--- config.mk ---
export PLATFORM = sky130hd
export DESIGN_NAME = seg7_scan_driver_flat
export DESIGN_NICKNAME = d
export VERILOG_FILES = /design/src/rtl/seg7_scan_driver_if.sv /design/src/rtl/seg7_scan_driver.sv /design/src/flat_wrapper.sv
export SDC_FILE = /design/constraint.sdc
export NUM_CORES = 1
export LEC_CHECK = 0
export CORE_AREA = 4 4 88 90
export CTS_CLUSTER_SIZE = 30
export DETAILED_ROUTE_END_ITERATION = 6
export DIE_AREA = 0 0 92 94
export PLACE_DENSITY = 0.82
export SLEW_MARGIN = 5
export SYNTH_ARGS = -nofsm -noshare
export SYNTH_HDL_FRONTEND = slang
export SYNTH_SLANG_ARGS = --single-unit
export TNS_END_PERCENT = 5
--- constraint.sdc ---
create_clock -name clk -period 5.9 [get_ports clk]
set_input_delay 1.475 -clock clk [delete_from_list [all_inputs] [get_ports clk]]
set_output_delay 1.475 -clock clk [all_outputs]
set_load 0.02 [all_outputs]
--- src/rtl/seg7_scan_driver_if.sv ---
`default_nettype none
// ============================================================================
// Module      : seg7_scan_driver_if
// Description : Bundles the data/strobe inputs and the SEG/DP/AN pin outputs
//               of the seven-segment scan driver. The master side produces
//               hex nibbles and strobes; the slave side is the driver itself.
// Revision    : 1.0  initial release
// ============================================================================
interface seg7_scan_driver_if #(
  parameter int N_DIGITS = 8
);
  logic [4*N_DIGITS-1:0] value;
  logic [N_DIGITS-1:0]   dp_in;
  logic [N_DIGITS-1:0]   dig_en;
  logic                  lz_suppress;
  logic                  load;
  logic [6:0]            SEG;
  logic                  DP;
  logic [N_DIGITS-1:0]   AN;

  modport master (
    output value, dp_in, dig_en, lz_suppress, load,
    input  SEG, DP, AN
  );

  modport slave (
    input  value, dp_in, dig_en, lz_suppress, load,
    output SEG, DP, AN
  );
endinterface
`default_nettype wire

--- src/rtl/seg7_scan_driver.sv ---
`default_nettype none
// ============================================================================
// Module      : seg7_scan_driver
// Description : Time-multiplexed common-anode seven-segment driver. Captures
//               a packed hex word into shadow registers on a load strobe and
//               lights one digit per refresh slot, with per-digit enable,
//               decimal points, leading-zero suppression and a blank window
//               at the start of every slot to avoid ghosting.
// Revision    : 1.0  initial release
// ============================================================================
module seg7_scan_driver #(
  parameter int N_DIGITS     = 8,
  parameter int REFRESH_DIV  = 100000,
  parameter int BLANK_CYCLES = 2
) (
  input  wire logic         clk,
  input  wire logic         rst,
  seg7_scan_driver_if.slave bus
);

  localparam int IDX_W = (N_DIGITS > 1) ? $clog2(N_DIGITS) : 1;
  localparam int CNT_W = $clog2(REFRESH_DIV);

  localparam logic [CNT_W-1:0] c_cnt_last = CNT_W'(REFRESH_DIV - 1);
  localparam logic [CNT_W-1:0] c_blank    = CNT_W'(BLANK_CYCLES);
  localparam logic [IDX_W-1:0] c_idx_last = IDX_W'(N_DIGITS - 1);

  // Reject unusable configurations while elaborating
  if (N_DIGITS < 1 || N_DIGITS > 8) begin : g_bad_n_digits
    $error("seg7_scan_driver: N_DIGITS must be within 1..8");
  end
  if (REFRESH_DIV < 2) begin : g_bad_refresh_div
    $error("seg7_scan_driver: REFRESH_DIV must be at least 2");
  end
  if (BLANK_CYCLES < 0 || BLANK_CYCLES >= REFRESH_DIV) begin : g_bad_blank
    $error("seg7_scan_driver: BLANK_CYCLES must be below REFRESH_DIV");
  end

  // Hex nibble to active-low {g,f,e,d,c,b,a}
  function automatic logic [6:0] seg_decode(input logic [3:0] nib);
    logic [6:0] s;
    case (nib)
      4'h0:    s = 7'b1000000;
      4'h1:    s = 7'b1111001;
      4'h2:    s = 7'b0100100;
      4'h3:    s = 7'b0110000;
      4'h4:    s = 7'b0011001;
      4'h5:    s = 7'b0010010;
      4'h6:    s = 7'b0000010;
      4'h7:    s = 7'b1111000;
      4'h8:    s = 7'b0000000;
      4'h9:    s = 7'b0010000;
      4'hA:    s = 7'b0001000;
      4'hB:    s = 7'b0000011;
      4'hC:    s = 7'b1000110;
      4'hD:    s = 7'b0100001;
      4'hE:    s = 7'b0000110;
      default: s = 7'b0001110;
    endcase
    return s;
  endfunction

  logic [CNT_W-1:0]      cnt_q,    cnt_d;
  logic [IDX_W-1:0]      idx_q,    idx_d;
  logic [4*N_DIGITS-1:0] sh_val_q, sh_val_d;
  logic [N_DIGITS-1:0]   sh_dp_q,  sh_dp_d;
  logic [N_DIGITS-1:0]   sh_en_q,  sh_en_d;
  logic [N_DIGITS-1:0]   an_q,     an_d;
  logic [6:0]            seg_q,    seg_d;
  logic                  dp_q,     dp_d;

  logic [N_DIGITS-1:0]   w_zero_from;
  logic [N_DIGITS-1:0]   w_visible;
  logic [3:0]            w_nib;
  logic [N_DIGITS-1:0]   w_onehot;

  // Slot prescaler, digit index and shadow capture
  always_comb begin
    cnt_d    = cnt_q + 1'b1;
    idx_d    = idx_q;
    sh_val_d = sh_val_q;
    sh_dp_d  = sh_dp_q;
    sh_en_d  = sh_en_q;
    if (cnt_q == c_cnt_last) begin
      cnt_d = '0;
      idx_d = (idx_q == c_idx_last) ? '0 : idx_q + 1'b1;
    end
    if (bus.load) begin
      sh_val_d = bus.value;
      sh_dp_d  = bus.dp_in;
      sh_en_d  = bus.dig_en;
    end
  end

  // Visibility: digit i is dark under suppression when every enabled digit
  // at or above it is zero; disabled digits do not stop the suppression run
  always_comb begin : visibility
    logic tail;
    tail        = 1'b1;
    w_zero_from = '0;
    w_visible   = '0;
    for (int i = N_DIGITS - 1; i >= 0; i--) begin
      tail           = tail & (~sh_en_q[i] | (sh_val_q[4*i +: 4] == 4'h0));
      w_zero_from[i] = tail;
      w_visible[i]   = sh_en_q[i] &
                       ~(bus.lz_suppress & w_zero_from[i] & (i != 0));
    end
  end

  // Next pin values from the current slot position and shadow state
  always_comb begin
    w_nib    = sh_val_q[4*int'(idx_q) +: 4];
    w_onehot = N_DIGITS'(1) << idx_q;
    an_d     = '1;
    seg_d    = 7'b1111111;
    dp_d     = 1'b1;
    if (!(cnt_q < c_blank) && w_visible[idx_q]) begin
      an_d  = ~w_onehot;
      seg_d = seg_decode(w_nib);
      dp_d  = ~sh_dp_q[idx_q];
    end
  end

  // State and registered outputs; reset blanks the display and clears shadows
  always_ff @(posedge clk) begin
    if (rst) begin
      cnt_q    <= '0;
      idx_q    <= '0;
      sh_val_q <= '0;
      sh_dp_q  <= '0;
      sh_en_q  <= '0;
      an_q     <= '1;
      seg_q    <= 7'b1111111;
      dp_q     <= 1'b1;
    end else begin
      cnt_q    <= cnt_d;
      idx_q    <= idx_d;
      sh_val_q <= sh_val_d;
      sh_dp_q  <= sh_dp_d;
      sh_en_q  <= sh_en_d;
      an_q     <= an_d;
      seg_q    <= seg_d;
      dp_q     <= dp_d;
    end
  end

  assign bus.AN  = an_q;
  assign bus.SEG = seg_q;
  assign bus.DP  = dp_q;

endmodule
`default_nettype wire

--- src/flat_wrapper.sv ---
// flat-port wrapper written by rule: the top's interface ports become plain ports
module seg7_scan_driver_flat 
#(
  parameter int N_DIGITS     = 8,
  parameter int REFRESH_DIV  = 100000,
  parameter int BLANK_CYCLES = 2
)
  (clk, rst, bus_value, bus_dp_in, bus_dig_en, bus_lz_suppress, bus_load, bus_SEG, bus_DP, bus_AN);
  seg7_scan_driver_if #(.N_DIGITS(N_DIGITS)) bus_i ();
  input  wire logic clk;
  input  wire logic rst;
  input wire logic [$bits(bus_i.value)-1:0] bus_value;
  input wire logic [$bits(bus_i.dp_in)-1:0] bus_dp_in;
  input wire logic [$bits(bus_i.dig_en)-1:0] bus_dig_en;
  input wire logic [$bits(bus_i.lz_suppress)-1:0] bus_lz_suppress;
  input wire logic [$bits(bus_i.load)-1:0] bus_load;
  output wire logic [$bits(bus_i.SEG)-1:0] bus_SEG;
  output wire logic [$bits(bus_i.DP)-1:0] bus_DP;
  output wire logic [$bits(bus_i.AN)-1:0] bus_AN;
  assign bus_i.value = bus_value;
  assign bus_i.dp_in = bus_dp_in;
  assign bus_i.dig_en = bus_dig_en;
  assign bus_i.lz_suppress = bus_lz_suppress;
  assign bus_i.load = bus_load;
  assign bus_SEG = bus_i.SEG;
  assign bus_DP = bus_i.DP;
  assign bus_AN = bus_i.AN;
  seg7_scan_driver #(.N_DIGITS(N_DIGITS), .REFRESH_DIV(REFRESH_DIV), .BLANK_CYCLES(BLANK_CYCLES)) u_core (.clk(clk), .rst(rst), .bus(bus_i));
endmodule
## Word-level counts from Yosys, hierarchy flattened

Memory sizes are Yosys's and may differ from the RTL's. A register that Yosys moved wholly into a read port is not among the register bits.
Index checks and enable logic that the tools add are counted.

| storage, ports and cells | value |
|---|---|
| word-level logic and storage cells | 76 |
| ROM bits | 112 |
| register bits | 77 |
| output and inout port bits | 16 |
| memories kept | 1 |

Memory list:

| memory | depth | bits a word | read ports | clocked after memory_dff | wr ports | line | RTL |
|---|---|---|---|---|---|---|---|
| (no name shown) | 16 | 7 | 1 | 1 | 0 | seg7_scan_driver.sv:42 | `case (nib)` |

| cells by class | value |
|---|---|
| $lt $le $gt $ge | 2 |
| shift operators | 2 |
| reductions and logical operators | 11 |
| mux-type cells | 5 |
| bitwise logic cells | 44 |
| eq/ne operators | 2 |
| add/sub/neg operators | 2 |

Operators by type and width:

| kind | number |
|---|---|
| $shiftx 32x6->4 | 1 |
| $logic_not 4->1 | 7 |
| $and 1x1->1 | 20 |
| $add 17x1->17 const B | 1 |
| $eq 17x17->1 const B | 1 |
| $lt 17x2->1 const B | 1 |
| $not 1->1 | 16 |
| $not 8->8 | 1 |
| $shl 1x3->8 const A | 1 |
| $or 1x1->1 | 7 |
| $bmux 1 s3 | 2 |
| $lt 3x4->1 const B | 1 |
| $reduce_or 2->1 | 2 |
| $add 3x1->3 const B | 1 |
| $eq 3x3->1 const B | 1 |
| $mux 3 | 1 |
| $mux 1 | 2 |
| $logic_and 1x1->1 | 1 |
| $logic_not 1->1 | 1 |

## Logic depth before layout (Yosys ltp)

Gate-level depths: netlist of run 1.

| logic depth | value |
|---|---|
| word-level depth | 16 |
| mapped depth | 10 |
| gate-level depth less buffers | 8 |

## Worst setup path after synthesis of run 1

Ideal clock, no wire load.

| path | value |
|---|---|
| kind | in2reg |
| from | input port bus_lz_suppress |
| to | register u_core.seg_q[4], in the netlist u_core.bus.SEG[4] |
| arrival | 2.385 ns |
| buffers on the path | 1 |
| setup slack | 3.381 ns |
| required time | 5.766 ns |
| stages | 5 |
| setup time | 0.134 ns |
| cells stage by stage | o2111ai_1 > o211ai_1 > a221oi_2 > buf_6 > o2111ai_1 |

| between the ends | value |
|---|---|
| longest elaborated chain between the ends | 8 |

RTL lines:

| item | line | RTL |
|---|---|---|
| start, declared | flat_wrapper.sv:15 | `input wire logic [$bits(bus_i.lz_suppress)-1:0] bus_lz_suppress;` |
| $and 1x1->1 | seg7_scan_driver.sv:106 | `~(bus.lz_suppress & w_zero_from[i] & (i != 0));` |
| $not 1->1 | seg7_scan_driver.sv:106 |  |
| $and 1x1->1 | seg7_scan_driver.sv:105 | `w_visible[i] = sh_en_q[i] &` |
| $bmux 1 s3 * | seg7_scan_driver.sv:117 | `if (!(cnt_q < c_blank) && w_visible[idx_q]) begin` |
| $mux 1 (not written as such) * | seg7_scan_driver.sv:117 |  |
| $logic_and 1x1->1 * | seg7_scan_driver.sv:117 |  |
| $not 1->1 (no source line) * | - |  |
| $reduce_or 2->1 (no source line) * | - |  |
| end, declared | seg7_scan_driver.sv:69 | `logic [6:0] seg_q, seg_d;` |

Every way passes the cells marked *; elsewhere a longest branch is shown, timed or not. The select of a mux whose other input is x is not followed.
A chain may end at the register's enable or synchronous reset.

## Worst setup path in the final report of run 1

| path | value |
|---|---|
| from | input port bus_lz_suppress |
| to | register u_core.seg_q[5], in the netlist u_core.bus.SEG[5] |

Same word-level chain as after synthesis.

==> key figures, run 1 <==
Run status
  – Status: finished, final reports clean

GRT
  – Initial antenna violation count: 0
  – First-pass GRT wire length: 13,600 um
  – Total gr overflow: 0
  – Vias in the first global route: 2,911
  – Largest net degree at the start of global routing: 55
  – GRT Util Overall: 0.196

Clock tree
  – Maximum buffer depth of the clock tree: 2
  – Hold Buf Count CTS: 0
  – CTS buffer count: 9
  – CTS sink count: 84
  – Worst skew pair latency: 350 ps
  – H-tree depth: 3
  – CTS clk-pin slew, worst paths: 70 ps
  – Root Buffer: clkbuf_8
  – CTS tree: yes
  – Post-CTS setup buffers: 0
  – Post-CTS resize count: 0

Worst setup path
  – Type of the worst setup path: input pin to flop
  – Crit path launch type: input pin
  – CP Buf/Inv Count: 1
  – Reg2reg start: u_core.idx_q[1]
  – CP Cell Sequence: clkdlybuf4s50_1, o2111ai_1, a311oi_1, a221oi_2, o2111ai_1
  – Most used cell, CP: o2111ai_1
  – Reg2Reg Setup Slack: 2790 ps
  – Reg2Reg Depth: 7
  – Data required, critical path: 6070 ps
  – WP data arrival: 3390 ps
  – Crit end category: flop
  – Critical-path top delay cell: a221oi_2
  – R2r endpoint: u_core.bus.SEG[5]
  – Top delay family on crit path: compound AO/OA/AOI/OAI gates
  – CP max stage delay: 890 ps
  – CP max FO: 13

Pwr
  – Sequential share of power: 0.556
  – Leak: 1.89 nW
  – Pwr Total: 0.00109 W
  – Clock power frac: 0.324
  – Internal power: 0.000829 W
  – Comb pwr share: 0.120
  – Pwr dens: 233 mW/mm^2
  – Sw frac: 0.241
  – Net Sw Power: 0.000264 W
  – Peak supply drop: 0.000198 V

Die
  – IO Count: 68
  – Die height: 94 um
  – CORE AREA: 0.00706 mm^2
  – Site row count: 31
  – Starting density of the core: 0.547
  – Die Width: 92 um
  – Die Area: 0.00865 mm^2

STA
  – Rel. slew slack: 0.325
  – Fin Clk Skew: 11.2 ps
  – Unrepaired setup endpoints after global routing: no
  – Max Clock Freq: 310 MHz
  – Setup TNS: 0 ps
  – Actual slew at the worst max-slew pin: 1010 ps
  – Final Max Tran Viols: 0
  – Final min period: 3220 ps
  – Period utilization: 0.546
  – Final setup violation count: 0
  – Hold Violations, Final: 0

Routing
  – Vias/cell: 5.43
  – 1st-iter DRT viols: 150
  – Post-Route WL: 8150 um
  – Final ANT Viol Nets: 0
  – DR pass1 iterations: 4
  – WL/cell: 15.2 um
  – Vias: 2,903
  – # DRC: 0

Synth
  – Syn Inst Count: 378
  – Synth warnings: 0
  – Post-Syn Area: 0.00386 mm^2
  – Seq/Total Area, Yosys: 0.435
  – Async SR Flop Fraction: 0
  – Synthesized Nets: 443
  – FF+latch count, synth: 84
  – Library cells used by synthesis: 47
  – Syn_area_per_cell: 10.2 um^2
  – Top_reg_cell synth: dfxtp_1
  – Number of synthesized flops with an enable pin: 0

Flow run
  – Max-Cap Viols: 0

Min path
  – Worst hold path class: flop to flop
  – Hold path startpoint: u_core.cnt_q[0]
  – Hold endpoint: u_core.cnt_q[0]
  – Hold Path Depth: 1

Finish
  – Commonest non-fill, non-tap cell in the layout: dfxtp_1
  – Number of fillers in the final layout: 577
  – Most frequent cells in the layout: dfxtp_1, nor2_1, clkdlybuf4s50_1
  – Synth-to-layout area growth: 21.5%
  – Final Net Count: 499
  – Ant. Diodes: 0
  – Layout cells sized above 1: 0.0826

Placed design
  – HPWL after DPL: 6000 um
  – I/O Buffers: 67
  – Final GP Congestion: 0.837
==> worst max path at each step <==
stage                               start           endpoint  cells after the start
after floorplan           bus_lz_suppress  u_core.bus.SEG[4]                      5
after global placement    bus_lz_suppress  u_core.bus.SEG[4]                      5
after detailed placement  bus_lz_suppress  u_core.bus.SEG[6]                      5
after CTS                 bus_lz_suppress  u_core.bus.SEG[3]                      5
after global routing      bus_lz_suppress  u_core.bus.SEG[2]                      5
final                     bus_lz_suppress  u_core.bus.SEG[5]                      5
==> final cells by class <==
cell class	instances	area, um^2	area share
well taps	99	124	0.0264
flip-flops and latches	84	1680	0.358
clock buffers	11	151	0.0323
multi-input cells	260	2010	0.429
clock inverters	2	12.5	0.00267
repair buffers	68	668	0.142
inverters	11	41.3	0.00880
==> layer usage <==
| metal | track usage | vias to the layer above | wire [um] |
|---|---|---|---|
| li1 | - | 1440 | - |
| met1 | 0.236 | 1371 | 3640 |
| met2 | 0.346 | 81 | 3990 |
| met3 | 0.0497 | 11 | 421 |
| met4 | 0.0594 | 0 | 102 |
| met5 | 0 | - | 0 |
==> registers in the layout (all words and copies together), names as in the netlist <==
name,count
u_core.bus.SEG,7
u_core.bus.DP,1
u_core.idx_q,3
u_core.sh_dp_q,8
u_core.sh_en_q,8
u_core.cnt_q,17
u_core.sh_val_q,32
u_core.bus.AN,8
==> cell usage after synthesis, types with 3 or more instances <==
master / n / share of area
nor4_1: 6 / 0.0097
xor2_1: 8 / 0.018
nand2_1: 19 / 0.018
buf_6: 4 / 0.012
dfxtp_1: 84 / 0.44
mux2i_1: 54 / 0.14
o2111ai_1: 6 / 0.014
mux2_2: 3 / 0.0087
mux4_1: 4 / 0.027
nor2_1: 76 / 0.074
nand4_1: 5 / 0.0081
a21oi_1: 4 / 0.0052
inv_1: 9 / 0.0087
xnor2_1: 8 / 0.018
mux4_2: 7 / 0.041
clkbuf_1: 10 / 0.0097
nand3_1: 13 / 0.017
nor3_1: 4 / 0.0052
buf_2: 7 / 0.0091
ha_1: 13 / 0.042
==> metrics by stage <==
stage,utilization,hold WS (ps),worst slack [ps],area [um^2],std cells
2_1_floorplan,-,426,3380,3860,378
6_report,0.665,467,2680,4690,535
3_3_place_gp,0.641,439,2470,4530,522
4_1_cts,0.665,478,2730,4690,535
3_5_place_dp,0.641,460,2370,4530,522
5_1_grt,0.665,512,2440,4690,535
==> kinds of logic (layout without fill, tap and decap cells) <==
family,Yosys count,count (layout),share of synthesized area
AO/OA/AOI/OAI,23,23,0.0541
XOR/XNOR,16,16,0.0363
adder cells (fa/ha/maj),13,13,0.0421
buffers and inverters,34,92,0.0434
flip-flops,84,84,0.435
multiplexers,70,70,0.225
AND/OR/NAND/NOR,138,138,0.163
==> power by group through the flow <==
stage / logic [W] / clock network (W) / registers (W)
2_1_floorplan: 0.0000839 / 0 / 0.000614
3_3_place_gp: 0.000127 / 0 / 0.000620
3_5_place_dp: 0.000131 / 0 / 0.000621
4_1_cts: 0.000132 / 0.000362 / 0.000607
5_1_grt: 0.000143 / 0.000381 / 0.000610
6_report: 0.000131 / 0.000354 / 0.000608
(Power assumes the default switching activity.)
==> inputs of run 2 (changes only) <==
Settings changed: CORE_AREA 4 4 88 90 to 4 4 96 98, DIE_AREA 0 0 92 94 to 0 0 100 102, PLACE_DENSITY 0.82 to 0.73.
Clock period 5.9 ns to 2.8 ns, I/O delays scaled along.
==> run 2 against run 1 <==
  * Die area increased by 18%
  * Wire length up 1.7%
  * Non-clock buffer count increased by 7
  * Global-route usage fell by 2.6 points
  * Total power up 120%
  * Utilization is 9.9 points lower
  * Critical path depth up 3
  * Sequential cell count did not move
  * Largest cell class unchanged
  * Clock power increased by 130%
  * Cell area up 2.0%
==> key figures, run 2 (synthesized netlist as in run 1, its figures left out) <==
Die
  – IO Count: 68 (unchanged)
  – Die height: 102 um (+8.5%)
  – Starting density of the core: 0.456 (-0.0909)
  – Die Area: 0.0102 mm^2 (+18%)
  – Site row count: 34 (+9.7%)
  – CORE AREA: 0.00847 mm^2 (+20%)
  – Die Width: 100 um (+8.7%)

Finish
  – Largest reg by FF count: u_core.sh_val_q
  – Synth-to-layout area growth: 23.9%
  – Layout cells sized above 1: 0.0966 (+0.0141)
  – Final Net Count: 506 (+1.4%)
  – Biggest regs: u_core.sh_val_q: 32 flops, u_core.cnt_q: 17 flops
  – Max FFs per register: 32 (unchanged)
  – Most frequent cells in the layout: dfxtp_1, nor2_1, clkdlybuf4s50_1
  – Commonest non-fill, non-tap cell in the layout: dfxtp_1
  – Ant. Diodes: 0 (unchanged)

GRT
  – Largest net degree at the start of global routing: 49 (-11%)
  – Total gr overflow: 0 (unchanged)
  – Initial antenna violation count: 0 (unchanged)
  – GRT Util Overall: 0.170 (-0.0264)
  – Vias in the first global route: 2,873 (-1.3%)
  – First-pass GRT wire length: 13,900 um (+1.8%)

Min path
  – Hold Path Depth: 1 (unchanged)
  – Worst hold path class: flop to flop

Routing
  – Post-Route WL: 8290 um (+1.7%)
  – WL/cell: 15.0 um (-1.6%)
  – Final ANT Viol Nets: 0 (unchanged)
  – # DRC: 0 (unchanged)
  – 1st-iter DRT viols: 108 (-28%)
  – Vias: 2,918 (+0.52%)
  – DR pass1 iterations: 4 (unchanged)
  – Vias/cell: 5.28 (-2.8%)

Clock tree
  – CTS buffer count: 9 (unchanged)
  – Worst skew pair latency: 340 ps (about the same)
  – CTS clk-pin slew, worst paths: 80 ps (about the same)
  – H-tree depth: 3 (unchanged)
  – Post-CTS setup buffers: 0 (unchanged)
  – CTS tree: yes
  – Root Buffer: clkbuf_8
  – Hold Buf Count CTS: 0 (unchanged)
  – CTS sink count: 84 (unchanged)
  – Post-CTS resize count: 0 (unchanged)
  – Maximum buffer depth of the clock tree: 2 (unchanged)

STA
  – Setup ws final: 281 ps (-2400 ps)
  – Max Clock Freq: 397 MHz
  – Actual slew at the worst max-slew pin: 689 ps (-324 ps)
  – Unrepaired setup endpoints after global routing: no
  – Setup TNS: 0 ps (unchanged)
  – Final min period: 2520 ps
  – Final Max Tran Viols: 0 (unchanged)
  – Fin Clk Skew: 5.14 ps (-6.01 ps)
  – Period utilization: 0.900
  – Worst hold slack: 478 ps (+11.7 ps)
  – Hold Violations, Final: 0 (unchanged)
  – Final setup violation count: 0 (unchanged)
  – Rel. slew slack: 0.536 (+0.212)

Placed design
  – Final GP Congestion: 0.854 (+1.9%)
  – HPWL after DPL: 6340 um (+5.7%)
  – I/O Buffers: 67 (unchanged)
  – Pre-CTS setup slack: 288 ps (-2080 ps)

Worst setup path
  – Critical-path top delay cell: dfxtp_1
  – Crit end category: flop
  – CP Cell Sequence: buf_4, mux4_2, mux2i_1, inv_1, ha_1, mux2_1, nand2_1, o2111ai_1
  – Data required, critical path: 3020 ps (-3050 ps)
  – Crit path launch type: flop
  – WP data arrival: 2740 ps (-650 ps)
  – CP max stage delay: 510 ps (-380 ps)
  – Reg2Reg Depth: 8 (+1)
  – CP max FO: 7 (-6)
  – Type of the worst setup path: flop to flop

Pwr
  – Comb pwr share: 0.118 (-0.002)
  – Pwr dens: 498 mW/mm^2 (+110%)
  – Internal power: 0.00180 W (+120%)
  – Leak: 1.93 nW (+2.4%)
  – Clock power frac: 0.344 (+0.020)
  – Sw frac: 0.243 (+0.00112)
  – Sequential share of power: 0.538 (-0.018)
  – Peak supply drop: 0.000330 V (+67%)
  – Net Sw Power: 0.000578 W (+120%)

Run status
  – Status: finished, final reports clean

Flow run
  – Max-Cap Viols: 0 (unchanged)
[run 2: critical path, delay by kind of cell (launching register included)]
family,cells,cell delay (ps)
AND/OR/NAND/NOR,1,70
adder cells (fa/ha/maj),1,280
multiplexers,3,1010
buffers and inverters,2,410
flip-flops,1,510
AO/OA/AOI/OAI,1,100
[run 2: power groups by stage]
stage / Clock [W] / Sequential, W / Combinational, W
after detailed placement: 0 / 0.00131 / 0.000281
final: 0.000820 / 0.00128 / 0.000280
after global placement: 0 / 0.00131 / 0.000275
after floorplan: 0 / 0.00129 / 0.000177
after global routing: 0.000895 / 0.00129 / 0.000306
after CTS: 0.000839 / 0.00128 / 0.000282
[run 2: area by class of cell]
type                            count  area (um^2)
Fill cell                         739         3680
Multi-Input combinational cell    260         2010
Sequential cell                    84         1680
Timing Repair Buffer               75          733
Tap cell                          108          135
Clock buffer                       11          131
Clock inverter                      4         51.3
Inverter                           11         41.3
[run 2: path summary, 6_finish.rpt]
path | start | to | slack [ps]
setup reg to reg | u_core.idx_q[1] | u_core.bus.SEG[5] | 280
hold / removal | u_core.cnt_q[0] | u_core.cnt_q[0] | 480
setup / recovery | u_core.idx_q[1] | u_core.bus.SEG[5] | 280
hold reg to reg | u_core.cnt_q[0] | u_core.cnt_q[0] | 480
[run 2: routing by layer]
layer	wire, um	part of all wire	global-route usage	up-vias
met5	0	0	0	-
met4	136	0.016	0.0528	0
met3	556	0.067	0.0485	11
met2	3870	0.47	0.276	87
met1	3730	0.45	0.221	1370
li1	-	-	-	1450
[run 2: through the flow]
stage	utilization	std cells	power (W)	cell area [um^2]
2_1_floorplan	-	378	0.00147	3860
3_3_place_gp	0.544	538	0.00158	4600
3_5_place_dp	0.544	538	0.00159	4600
4_1_cts	0.565	553	0.00240	4790
5_1_grt	0.565	553	0.00249	4790
6_report	0.565	553	0.00238	4790
